**src/rtl/q_word_deserializer.sv**
```systemverilog
// Serial-to-parallel front end for the Q-type datapath registers: collects a framed,
// MSB-first stream with optional even parity and emits the word with a one-cycle ld strobe.
module q_word_deserializer #(
   parameter int WIDTH     = 16,
   parameter bit PARITY_EN = 1'b1
) (
   input  logic             clk,
   input  logic             rst,
   input  logic             start,
   input  logic             abort,
   input  logic             bit_in,
   input  logic             bit_valid,
   output logic [WIDTH-1:0] word_out,
   output logic             ld,
   output logic             err,
   output logic             busy
);

   localparam int CW = $clog2(WIDTH + 1);
   localparam logic [CW-1:0] LAST_BIT = CW'(WIDTH - 1);

   localparam logic [1:0] S_IDLE = 2'd0;
   localparam logic [1:0] S_DATA = 2'd1;
   localparam logic [1:0] S_PAR  = 2'd2;
   localparam logic [1:0] S_DONE = 2'd3;

   logic [1:0]       state_q, state_d;
   logic [CW-1:0]    cnt_q, cnt_d;
   logic [WIDTH-1:0] shift_q, shift_d;
   logic [WIDTH-1:0] word_q, word_d;
   logic             acc_q, acc_d;
   logic             ld_q, ld_d;
   logic             err_q, err_d;

   always_comb begin
      // NOTE: every next-state value defaults to its current value (pulses to 0) so no path infers a latch.
      state_d = state_q;
      cnt_d   = cnt_q;
      shift_d = shift_q;
      word_d  = word_q;
      acc_d   = acc_q;
      ld_d    = 1'b0;
      err_d   = 1'b0;
      case (state_q)
         S_IDLE: begin
            if (start && !abort) begin
               state_d = S_DATA;
               cnt_d   = '0;
               shift_d = '0;
               acc_d   = 1'b0;
            end
         end
         S_DATA: begin
            if (abort) begin
               state_d = S_IDLE;
            end else if (bit_valid) begin
               shift_d = {shift_q[WIDTH-2:0], bit_in};
               acc_d   = acc_q ^ bit_in;
               cnt_d   = cnt_q + CW'(1);
               if (cnt_q == LAST_BIT) begin
                  if (PARITY_EN) begin
                     state_d = S_PAR;
                  end else begin
                     // Without parity the final data edge also commits the word.
                     state_d = S_DONE;
                     ld_d    = 1'b1;
                     word_d  = {shift_q[WIDTH-2:0], bit_in};
                  end
               end
            end
         end
         S_PAR: begin
            if (abort) begin
               state_d = S_IDLE;
            end else if (bit_valid) begin
               state_d = S_DONE;
               if ((acc_q ^ bit_in) == 1'b0) begin
                  ld_d   = 1'b1;
                  word_d = shift_q;
               end else begin
                  err_d = 1'b1;
               end
            end
         end
         default: state_d = S_IDLE;
      endcase
   end

   always_ff @(posedge clk or posedge rst) begin
      if (rst) begin
         state_q <= S_IDLE;
         cnt_q   <= '0;
         shift_q <= '0;
         word_q  <= '0;
         acc_q   <= 1'b0;
         ld_q    <= 1'b0;
         err_q   <= 1'b0;
      end else begin
         // NOTE: non-blocking assignments so every register samples the pre-edge values.
         state_q <= state_d;
         cnt_q   <= cnt_d;
         shift_q <= shift_d;
         word_q  <= word_d;
         acc_q   <= acc_d;
         ld_q    <= ld_d;
         err_q   <= err_d;
      end
   end

   assign word_out = word_q;
   assign ld       = ld_q;
   assign err      = err_q;
   assign busy     = (state_q != S_IDLE);

endmodule
```
**config.mk**
```make
export PLATFORM = sky130hd
export DESIGN_NAME = q_word_deserializer
export DESIGN_NICKNAME = d
export VERILOG_FILES = /design/src/rtl/q_word_deserializer.sv
export SDC_FILE = /design/constraint.sdc
export NUM_CORES = 1
export LEC_CHECK = 0
export BUFFER_PORTS_ARGS = -buffer_cell sky130_fd_sc_hd__buf_2
export CAP_MARGIN = 5
export CORE_ASPECT_RATIO = 1.2
export CORE_MARGIN = 1
export CORE_UTILIZATION = 44
export DETAILED_ROUTE_END_ITERATION = 8
export PLACE_DENSITY = 0.69
export SKIP_LAST_GASP = 1
export SYNTH_ARGS = -nofsm -noshare
export SYNTH_HDL_FRONTEND = slang
export SYNTH_SLANG_ARGS = --single-unit
```
**constraint.sdc**
```tcl
create_clock -name clk -period 2 [get_ports clk]
set_input_delay 0.4 -clock clk [delete_from_list [all_inputs] [get_ports clk]]
set_output_delay 0.4 -clock clk [all_outputs]
set_load 0.01 [all_outputs]
```
==> results.tsv, run 1 <==
stage	metric	value	unit
drt	num_vias	1057	
sta	layout_worst_path_cycle_share	0.830	
placement	io_buffers	24	
die	die_h	70.5	µm
cells_and_area	nets	152	
global_route	antenna_found_initial	0	
sta	worst_pin_slew	0.511	ns
die	core.rowCount	24	
yosys	ys_ff_latch	42	
yosys	synthCells	119	
worst_setup_path	crit_family	flip-flops	
cells_and_area	antenna_cells	0	
yosys	post_synth_instance_area	1720	µm²
sta	finClkSkew	0.00616	ns
power_and_ir_drop	p_seq_frac	0.545	
drt	drtPass1Iterations	4	
global_route	grt_pass1_vias	1042	
drt	vias_per_cell	5.37	
cells_and_area	syn_to_final_growth	14.0	%
drt	wire_per_inst	14.1	µm
worst_setup_path	cp_data_required_time	1.60	ns
cells_and_area	layout-drive-gt1-share	0.366	
yosys	syn_nets	127	
sta	setup_viol	0	
die	dieArea	4160	µm²
drt	drtIter0Drc	62	
global_route	grt_max_degree	43	
sta	rsz0062_at_grt	no	
drt	ant_nets	0	
clocking	cts.sinks	42	
sta	slew_headroom	0.659	
clocking	post_cts_buffers	0	
yosys	async_flop_share	1.00	
yosys	netlist.area_leader.share	0.611	
yosys	synth-edff-count	0	
global_route	grt-ovfl-total	0	
clocking	cts_buffer_depth	2	
yosys	synth_top_cell_by_area	dfrtp_1	
sta	setup_tns	0	ns
yosys	synth_flop_cell	dfrtp_1	
sta	fmax	0.602	GHz
drt	wl_met1	1180	µm
die	initial_core_util	0.465	
global_route	grt_pass1_wl	4620	µm
clocking	root_buffer	clkbuf_8	
worst_setup_path	path_cells	or2_2 > buf_2	
sta	report.final.hold_viol_count	0	
worst_setup_path	cp_max_fo	11	
worst_setup_path	endpoint_kind	output port	
clocking	htreeDepth	2	
sta	finalCriticalPeriod	1.66	ns
sta	final_critical_path_setup_slack	0.340	ns
worst_setup_path	max_stage_delay	0.49	ns
power_and_ir_drop	power_density	847	nW/µm²
worst_hold_path	worst_hold_path_type	in -> async	
drt	top_layer_used	met4	
die	die_x	59.1	µm
cells_and_area	fin_cells	197	
power_and_ir_drop	switching_power	0.362	mW
clocking	cts_tree	built	
worst_setup_path	start_kind	flop	
clocking	clock_latency	0.29	ns
worst_setup_path	cp.arrival	1.26	ns
worst_setup_path	cpMaxStageDelayCell	dfrtp_1	
flow_run	maxCapViolations	0	
power_and_ir_drop	p_clk_frac	0.388	
drt	met3_length	118	µm
drt	met2_length	1390	µm
placement	gp_congestion	0.767	
placement	dp_slack	0.422	ns
power_and_ir_drop	combPwrFrac	0.067	
power_and_ir_drop	p_leak	1.03	nW
drt	totalWireLength	2780	µm
yosys	avgSynthCellArea	14.4	µm²
yosys	yosysSeqAreaShare	0.611	
die	io_pins	25	
clocking	cts_resized	0	
worst_setup_path	cp_num_buf_inv	1	
run_status	outcome	finished, final reports clean	
yosys	post-synth-top-count-cell	dfrtp_1	
sta	drv_slew	0	
power_and_ir_drop	intPower	1.30	mW
global_route	track_usage	0.152	
power_and_ir_drop	sw_frac_of_total	0.218	
yosys	synth_common_cells	dfrtp_1, a22o_1, mux2_2	
clocking	clkTransAtPathRegs	0.07	ns
clocking	cts_buffers	5	
clocking	cts_hold_buf	0	
drt	drc	0	
worst_setup_path	criticalPathCategory	reg -> out	
die	core_area	3690	µm²
placement	dp_hpwl	1870	µm
yosys	synth_cell_type_count	32	
yosys	synth.area.top_cells	dfrtp_1, mux2_2, a22o_1	
placement	placed_cells	189	
yosys	yosys_warnings	0	
power_and_ir_drop	ir_drop	0.000391	V
==> routing by layer <==
| layer | vias up | track usage |
|---|---|---|
| met3 | 7 | 0.0500 |
| li1 | 491 | - |
| met5 | - | 0 |
| met4 | 0 | 0.0899 |
| met1 | 533 | 0.176 |
| met2 | 26 | 0.239 |
==> cells by family (layout without fill, tap and decap cells) <==
logic type / Yosys count / in the layout / synth area share
fa+ha+maj: 2 / 2 / 0.0146
flops: 42 / 42 / 0.611
buf+inv: 10 / 36 / 0.0408
simple gates: 19 / 19 / 0.0808
mux: 19 / 19 / 0.126
compound gates: 26 / 26 / 0.122
xor+xnor: 1 / 1 / 0.00510
==> placed cells by master, fill, tap and decap left out, types with 3 or more instances in the layout <==
master and count:
inv_1 3, dfrtp_1 42, mux2_2 15, clkbuf_8 5, nand3_1 3, nand2b_1 3, a22o_1 17, buf_2 24
==> stage by stage <==
stage          hold slack, ns  area [µm²]   util  power, mW
2_1_floorplan           0.466        1720      -       1.01
3_3_place_gp            0.471        1850  0.502       1.03
3_5_place_dp            0.477        1850  0.502       1.03
4_1_cts                 0.240        1960  0.530       1.68
5_1_grt                 0.280        1960  0.530       1.73
6_report                0.217        1960  0.530       1.66
==> worst min-delay path, delay by kind of cell <==
family	cells	cell delay [ns]
buffers and inverters	3	0.56
==> final timing paths <==
kind | startpoint | endpoint | slack, ns | depth (start not counted)
worst min-delay path | rst | ld$_DFF_PP0_ | 0.22 | 3
worst min register to register | word_out[0]$_DFFE_PP0P_ | word_out[0]$_DFFE_PP0P_ | 0.49 | 1
worst max-delay path | state_q[1]$_DFFE_PP0P_ | busy | 0.34 | 2
min in group clk | abort | state_q[1]$_DFFE_PP0P_ | 0.36 | 2
max in group asynchronous | rst | state_q[1]$_DFFE_PP0P_ | 1.42 | 3
worst max register to register | state_q[0]$_DFFE_PP0P_ | cnt_q[0]$_DFFE_PP0P_ | 0.47 | 3
==> sequential cells by signal, indices dropped and copies added (netlist names) <==
name and cells:
state_q 2, shift_q 16, word_out 16, cnt_q 5, err 1, ld 1
acc_q 1
==> power groups by stage <==
| stage | logic, mW | clock network, mW | registers [mW] |
|---|---|---|---|
| floorplan | 0.0974 | 0 | 0.913 |
| finish | 0.111 | 0.644 | 0.906 |
| global placement | 0.109 | 0 | 0.920 |
| global route | 0.126 | 0.696 | 0.909 |
| detailed placement | 0.113 | 0 | 0.921 |
| CTS | 0.114 | 0.666 | 0.904 |
==> cell type report <==
type / instances / area, µm²
multi-input combinational: 67 / 598
inverter: 3 / 11.3
timing repair buffer: 25 / 128
sequential: 42 / 1050
clock inverter: 1 / 30.0
fill: 342 / 1730
clock buffer: 7 / 76.3
tap: 52 / 65.1
No activity file was read; power rests on OpenSTA's default activity.
==> inputs of run 2 (changes only) <==
Clock period 2 ns to 1.75 ns, I/O delays scaled along.
==> run 2 against run 1 <==
Compared with the run above:
- sequential share of layout area is 0.10 points higher
- register-to-register slack worse by 0.25 ns
- utilization is 0.10 points lower
- critical path depth stayed put
- largest power group unchanged
==> results.tsv, run 2 (synthesized netlist as in run 1, its figures left out) <==
stage	metric	value	unit	change
clocking	htreeDepth	2		unchanged
worst_setup_path	worst_r2r_endpoint	cnt_q[0]$_DFFE_PP0P_		
cells_and_area	syn_to_final_growth	13.8	%	
power_and_ir_drop	combPwrFrac	0.071		+0.004
drt	drc	0		unchanged
die	die_h	70.5	µm	unchanged
sta	worst_pin_slew	0.507	ns	-0.00440 ns
die	core.rowCount	24		unchanged
cells_and_area	multi_input_area	598	µm²	unchanged
global_route	grt_pass1_wl	4570	µm	-0.91%
power_and_ir_drop	power_density	917	nW/µm²	+8.2%
power_and_ir_drop	p_seq_frac	0.577		+0.032
power_and_ir_drop	switching_power	0.419	mW	+16%
clocking	cts_buffers	5		unchanged
cells_and_area	fin_util	0.529		-0.00102
drt	totalWireLength	2680	µm	-3.5%
worst_setup_path	r2r_slack	0.22	ns	-0.25 ns
die	die_x	59.1	µm	unchanged
cells_and_area	layout_commonest_cell	dfrtp_1		
drt	num_vias	1071		+1.3%
cells_and_area	nets	153		+0.66%
worst_setup_path	max_stage_delay	0.49	ns	about the same
cells_and_area	antenna_cells	0		unchanged
cells_and_area	final_cell_mix	dfrtp_1, buf_2, a22o_1		
drt	vias_per_cell	5.41		+0.81%
die	initial_core_util	0.465		unchanged
global_route	track_usage	0.148		-0.00324
sta	report.final.hold_viol_count	0		unchanged
sta	layout_worst_path_cycle_share	0.927		
placement	dp_hpwl	1840	µm	-1.4%
sta	rsz0062_at_grt	no		
clocking	cts.sinks	42		unchanged
drt	drtPass1Iterations	4		unchanged
drt	wire_per_inst	13.5	µm	-3.9%
power_and_ir_drop	sw_frac_of_total	0.234		+0.0156
sta	finClkSkew	0.00452	ns	-0.00164 ns
clocking	clkTransAtPathRegs	0.08	ns	about the same
power_and_ir_drop	ir_drop	0.000486	V	+24%
global_route	grt_pass1_vias	1023		-1.8%
worst_setup_path	cpMaxStageDelayCell	dfrtp_1		
die	dieArea	4160	µm²	unchanged
clocking	root_buffer	clkbuf_8		
clocking	cts_buffer_depth	2		unchanged
sta	setup_tns	0	ns	unchanged
clocking	cts_hold_buf	0		unchanged
worst_setup_path	cp_max_fo	11		unchanged
flow_run	maxCapViolations	0		unchanged
global_route	antenna_found_initial	0		unchanged
worst_setup_path	cp.arrival	1.27	ns	about the same
sta	fmax	0.616	GHz	
sta	drv_slew	0		unchanged
cells_and_area	layout-drive-gt1-share	0.384		+0.0180
clocking	post_cts_buffers	0		unchanged
sta	finalCriticalPeriod	1.62	ns	
drt	ant_nets	0		unchanged
power_and_ir_drop	intPower	1.37	mW	+5.9%
cells_and_area	fillers	340		-0.58%
power_and_ir_drop	p_leak	1.03	nW	about the same
worst_setup_path	worst_r2r_path_depth	3		unchanged
run_status	outcome	finished, final reports clean		
die	io_pins	25		unchanged
sta	setup_viol	0		unchanged
global_route	grt-ovfl-total	0		unchanged
worst_hold_path	worst_hold_path_type	in -> async		
drt	drtIter0Drc	33		-47%
clocking	cts_tree	built		
sta	slew_headroom	0.662		+0.00294
global_route	grt_max_degree	43		unchanged
worst_setup_path	criticalPathCategory	reg -> out		
worst_setup_path	start_kind	flop		
clocking	cts_resized	0		unchanged
worst_setup_path	path_cells	or2_2 > buf_2		
power_and_ir_drop	p_clk_frac	0.352		-0.036
worst_setup_path	endpoint_kind	output port		
clocking	clock_latency	0.29	ns	about the same
cells_and_area	area.sequential	1050	µm²	unchanged
placement	gp_congestion	0.760		-0.98%
worst_setup_path	r2r_start	state_q[0]$_DFFE_PP0P_		
die	core_area	3690	µm²	unchanged
placement	io_buffers	24		unchanged
worst_setup_path	cp_data_required_time	1.40	ns	-0.20 ns
-- run 2: changes by cell type in the layout (fill, tap and decap cells not counted), sizes merged --
cell      change
clkinvlp      +1
clkbuf        -1
buf           +1
clkinv        +1
bufinv        -1
-- run 2: how the worst max path moves through the flow --
stage	cells after the start	start	to	slack (ns)
after floorplan	5	state_q[0]$_DFFE_PP0P_	cnt_q[0]$_DFFE_PP0P_	0.28
after global placement	3	state_q[0]$_DFFE_PP0P_	cnt_q[0]$_DFFE_PP0P_	0.24
after detailed placement	3	state_q[0]$_DFFE_PP0P_	cnt_q[0]$_DFFE_PP0P_	0.23
after CTS	2	state_q[1]$_DFFE_PP0P_	busy	0.12
after global routing	2	state_q[1]$_DFFE_PP0P_	busy	0.08
final	2	state_q[1]$_DFFE_PP0P_	busy	0.13
-- run 2: metal layers --
layer	GRT usage	up-vias	part of all wire
met5	0	-	0
met4	0.0635	0	0.019
met3	0.0444	6	0.034
met2	0.239	25	0.51
met1	0.182	550	0.44
li1	-	490	-
-- run 2: power groups by stage --
stage | clock, mW | combinational, mW | sequential (mW)
2_1_floorplan | 0 | 0.111 | 1.04
3_3_place_gp | 0 | 0.124 | 1.05
3_5_place_dp | 0 | 0.131 | 1.05
4_1_cts | 0.653 | 0.131 | 1.03
5_1_grt | 0.685 | 0.147 | 1.04
6_report | 0.632 | 0.128 | 1.03
-- run 2: cell type report --
type	count	area share
Tap cell	52	0.0333
Timing Repair Buffer	26	0.0691
Clock inverter	2	0.00640
Multi-Input combinational cell	67	0.306
Clock buffer	6	0.0422
Inverter	3	0.00576
Sequential cell	42	0.537
-- run 2: per-stage QoR --
step                instance area (µm²)  hold WS, ns  setup slack (ns)  power (mW)  cells
finish                             1960        0.168             0.127        1.79    198
CTS                                1960        0.185             0.122        1.82    198
detailed placement                 1860        0.484             0.230        1.18    190
global placement                   1860        0.471             0.242        1.18    190
global route                       1960        0.234            0.0819        1.87    198
floorplan                          1720        0.416             0.277        1.15    119
-- run 2: worst max-delay path, delay by kind of cell (launching register included) --
family                 cells  cell delay (ns)
buffers and inverters      1             0.14
flip-flops                 1             0.49
AND/OR/NAND/NOR            1             0.35
==> inputs of run 3 (changes only) <==
Settings changed: CORE_UTILIZATION 44 to 55, PLACE_DENSITY 0.69 to 0.82.
==> run 3 against run 2 <==
Compared with the run above:
- register-to-register slack got worse by 0.04 ns
- maximum frequency decreased by 2.3%
- non-clock buffer count is the same
- cell area decreased by 2.9%
- sequential share of layout area is 1.7 points higher
- critical path depth did not move
- combinational power grew 5%
- die area decreased by 19%
- worst hold slack got worse by 0.059 ns
- clock-buffer cell count shrank 1
- via count down 1.2%
- total power down 11%
==> results.tsv, run 3 (synthesized netlist as in run 1, its figures left out) <==
stage	metric	value	unit	change
power_and_ir_drop	sw_frac_of_total	0.248		+0.0140
flow_run	maxCapViolations	0		unchanged
power_and_ir_drop	switching_power	0.396	mW	-5.4%
die	core_area	2890	µm²	-22%
placement	dp_slack	0.231	ns	+0.00145 ns
sta	finalCriticalPeriod	1.66	ns	+0.0375 ns
sta	final_critical_path_setup_slack	0.0895	ns	-0.0375 ns
drt	totalWireLength	2810	µm	+4.9%
worst_setup_path	cp_max_fo	11		unchanged
cells_and_area	syn_to_final_growth	10.5	%	
power_and_ir_drop	power_density	843	nW/µm²	-8.1%
worst_hold_path	worst_hold_path_type	in -> async		
worst_setup_path	cp.arrival	1.31	ns	+0.04 ns
placement	gp_congestion	0.727		-4.3%
placement	dp_hpwl	1910	µm	+3.7%
die	die_x	53.0	µm	-10%
worst_setup_path	r2r_start	state_q[0]$_DFFE_PP0P_		
drt	drtIter0Drc	23		-30%
worst_setup_path	start_kind	flop		
global_route	grt_pass1_wl	4900	µm	+7.1%
cells_and_area	layout-drive-gt1-share	0.386		+0.00265
drt	drc	0		unchanged
run_status	outcome	finished, final reports clean		
worst_setup_path	worst_r2r_path_depth	3		unchanged
sta	holdWs	0.110	ns	-0.0586 ns
clocking	htreeDepth	2		unchanged
global_route	grt-ovfl-total	0		unchanged
worst_setup_path	endpoint_kind	output port		
clocking	cts_hold_buf	0		unchanged
die	io_pins	25		unchanged
cells_and_area	layout_commonest_cell	dfrtp_1		
cells_and_area	final_cell_mix	dfrtp_1, buf_2, a22o_1		
die	core.rowCount	21		-13%
clocking	root_buffer	clkbuf_4		
cells_and_area	antenna_cells	0		unchanged
clocking	cts_buffers	5		unchanged
worst_setup_path	cp_data_required_time	1.40	ns	about the same
clocking	clock_latency	0.34	ns	+0.05 ns
sta	report.final.hold_viol_count	0		unchanged
clocking	clkTransAtPathRegs	0.12	ns	+0.04 ns
worst_setup_path	criticalPathCategory	reg -> out		
drt	num_vias	1058		-1.2%
cells_and_area	nets	153		unchanged
worst_setup_path	crit_path_end	busy		
global_route	grt_max_degree	43		unchanged
global_route	grt_pass1_vias	1107		+8.2%
placement	io_buffers	24		unchanged
worst_setup_path	r2r_slack	0.18	ns	-0.04 ns
drt	ant_nets	0		unchanged
drt	vias_per_cell	5.91		+9.3%
clocking	cts.sinks	42		unchanged
power_and_ir_drop	intPower	1.20	mW	-12%
drt	drtPass1Iterations	4		unchanged
sta	setup_tns	0	ns	unchanged
die	initial_core_util	0.595		+0.129
power_and_ir_drop	p_leak	1.02	nW	-1.5%
sta	fmax	0.602	GHz	-2.3%
clocking	cts_buffer_depth	2		unchanged
sta	layout_worst_path_cycle_share	0.949		+0.0214
die	die_h	63.2	µm	-10%
sta	rsz0062_at_grt	no		
global_route	antenna_found_initial	0		unchanged
sta	drv_slew	0		unchanged
power_and_ir_drop	ir_drop	0.000599	V	+23%
sta	setup_viol	0		unchanged
die	dieArea	3350	µm²	-19%
sta	slew_headroom	0.665		+0.00317
worst_setup_path	crit_start	state_q[1]$_DFFE_PP0P_		
drt	wire_per_inst	15.7	µm	+16%
sta	finClkSkew	0.00825	ns	+0.00373 ns
power_and_ir_drop	combPwrFrac	0.084		+0.013
sta	worst_pin_slew	0.502	ns	-0.00476 ns
power_and_ir_drop	p_clk_frac	0.270		-0.082
power_and_ir_drop	p_seq_frac	0.647		+0.070
clocking	cts_tree	built		
global_route	track_usage	0.201		+0.0531
worst_setup_path	worst_r2r_endpoint	cnt_q[0]$_DFFE_PP0P_		
==> run 3: critical path: stages (launching register included) <==
cell,delay [ns]
dfrtp_2,0.50
or2_2,0.33
buf_2,0.14
==> run 3: final cells by class <==
cell class                      instances  area, µm²
Timing Repair Buffer                   26        148
Multi-Input combinational cell         67        598
Fill cell                             235        991
Clock inverter                          2       10.0
Sequential cell                        42       1050
Tap cell                               34       42.5
Clock buffer                            5       37.5
Inverter                                3       11.3
==> run 3: power groups by stage <==
| stage | sequential [mW] | clock, mW | combinational [mW] |
|---|---|---|---|
| 6_report | 1.04 | 0.432 | 0.134 |
| 5_1_grt | 1.04 | 0.483 | 0.150 |
| 4_1_cts | 1.03 | 0.451 | 0.136 |
| 3_5_place_dp | 1.05 | 0 | 0.136 |
| 3_3_place_gp | 1.05 | 0 | 0.128 |
| 2_1_floorplan | 1.04 | 0 | 0.111 |
==> run 3: repair_timing <==
item	4_1_cts	5_1_grt
endpoints found under the setup margin	0	1
gates resized for setup	0	1
buffers inserted	0	0
==> run 3: layer usage <==
metal,vias to the layer above,global-route usage,share of wire,wire (µm)
met3,4,0.0725,0.047,133
met5,-,0,0,0
met2,28,0.316,0.49,1380
li1,492,-,-,-
met4,0,0.0592,0.011,31
met1,534,0.258,0.45,1270
==> run 3: stage by stage <==
step / util / std cells / instance area [µm²] / total power [mW]
global placement: 0.640 / 172 / 1850 / 1.18
global route: 0.657 / 179 / 1900 / 1.67
floorplan: - / 119 / 1720 / 1.15
detailed placement: 0.640 / 172 / 1850 / 1.19
finish: 0.657 / 179 / 1900 / 1.60
CTS: 0.657 / 179 / 1900 / 1.62
==> run 3: how the worst min path moves through the flow <==
stage                               endpoint                      from  cells after the start
floorplan             state_q[1]$_DFFE_PP0P_                     abort                      1
global placement    word_out[14]$_DFFE_PP0P_  word_out[14]$_DFFE_PP0P_                      1
detailed placement  word_out[13]$_DFFE_PP0P_  word_out[13]$_DFFE_PP0P_                      1
CTS                     cnt_q[0]$_DFFE_PP0P_                       rst                      3
global route          shift_q[2]$_DFFE_PP0P_                       rst                      3
finish                  cnt_q[0]$_DFFE_PP0P_                       rst                      3
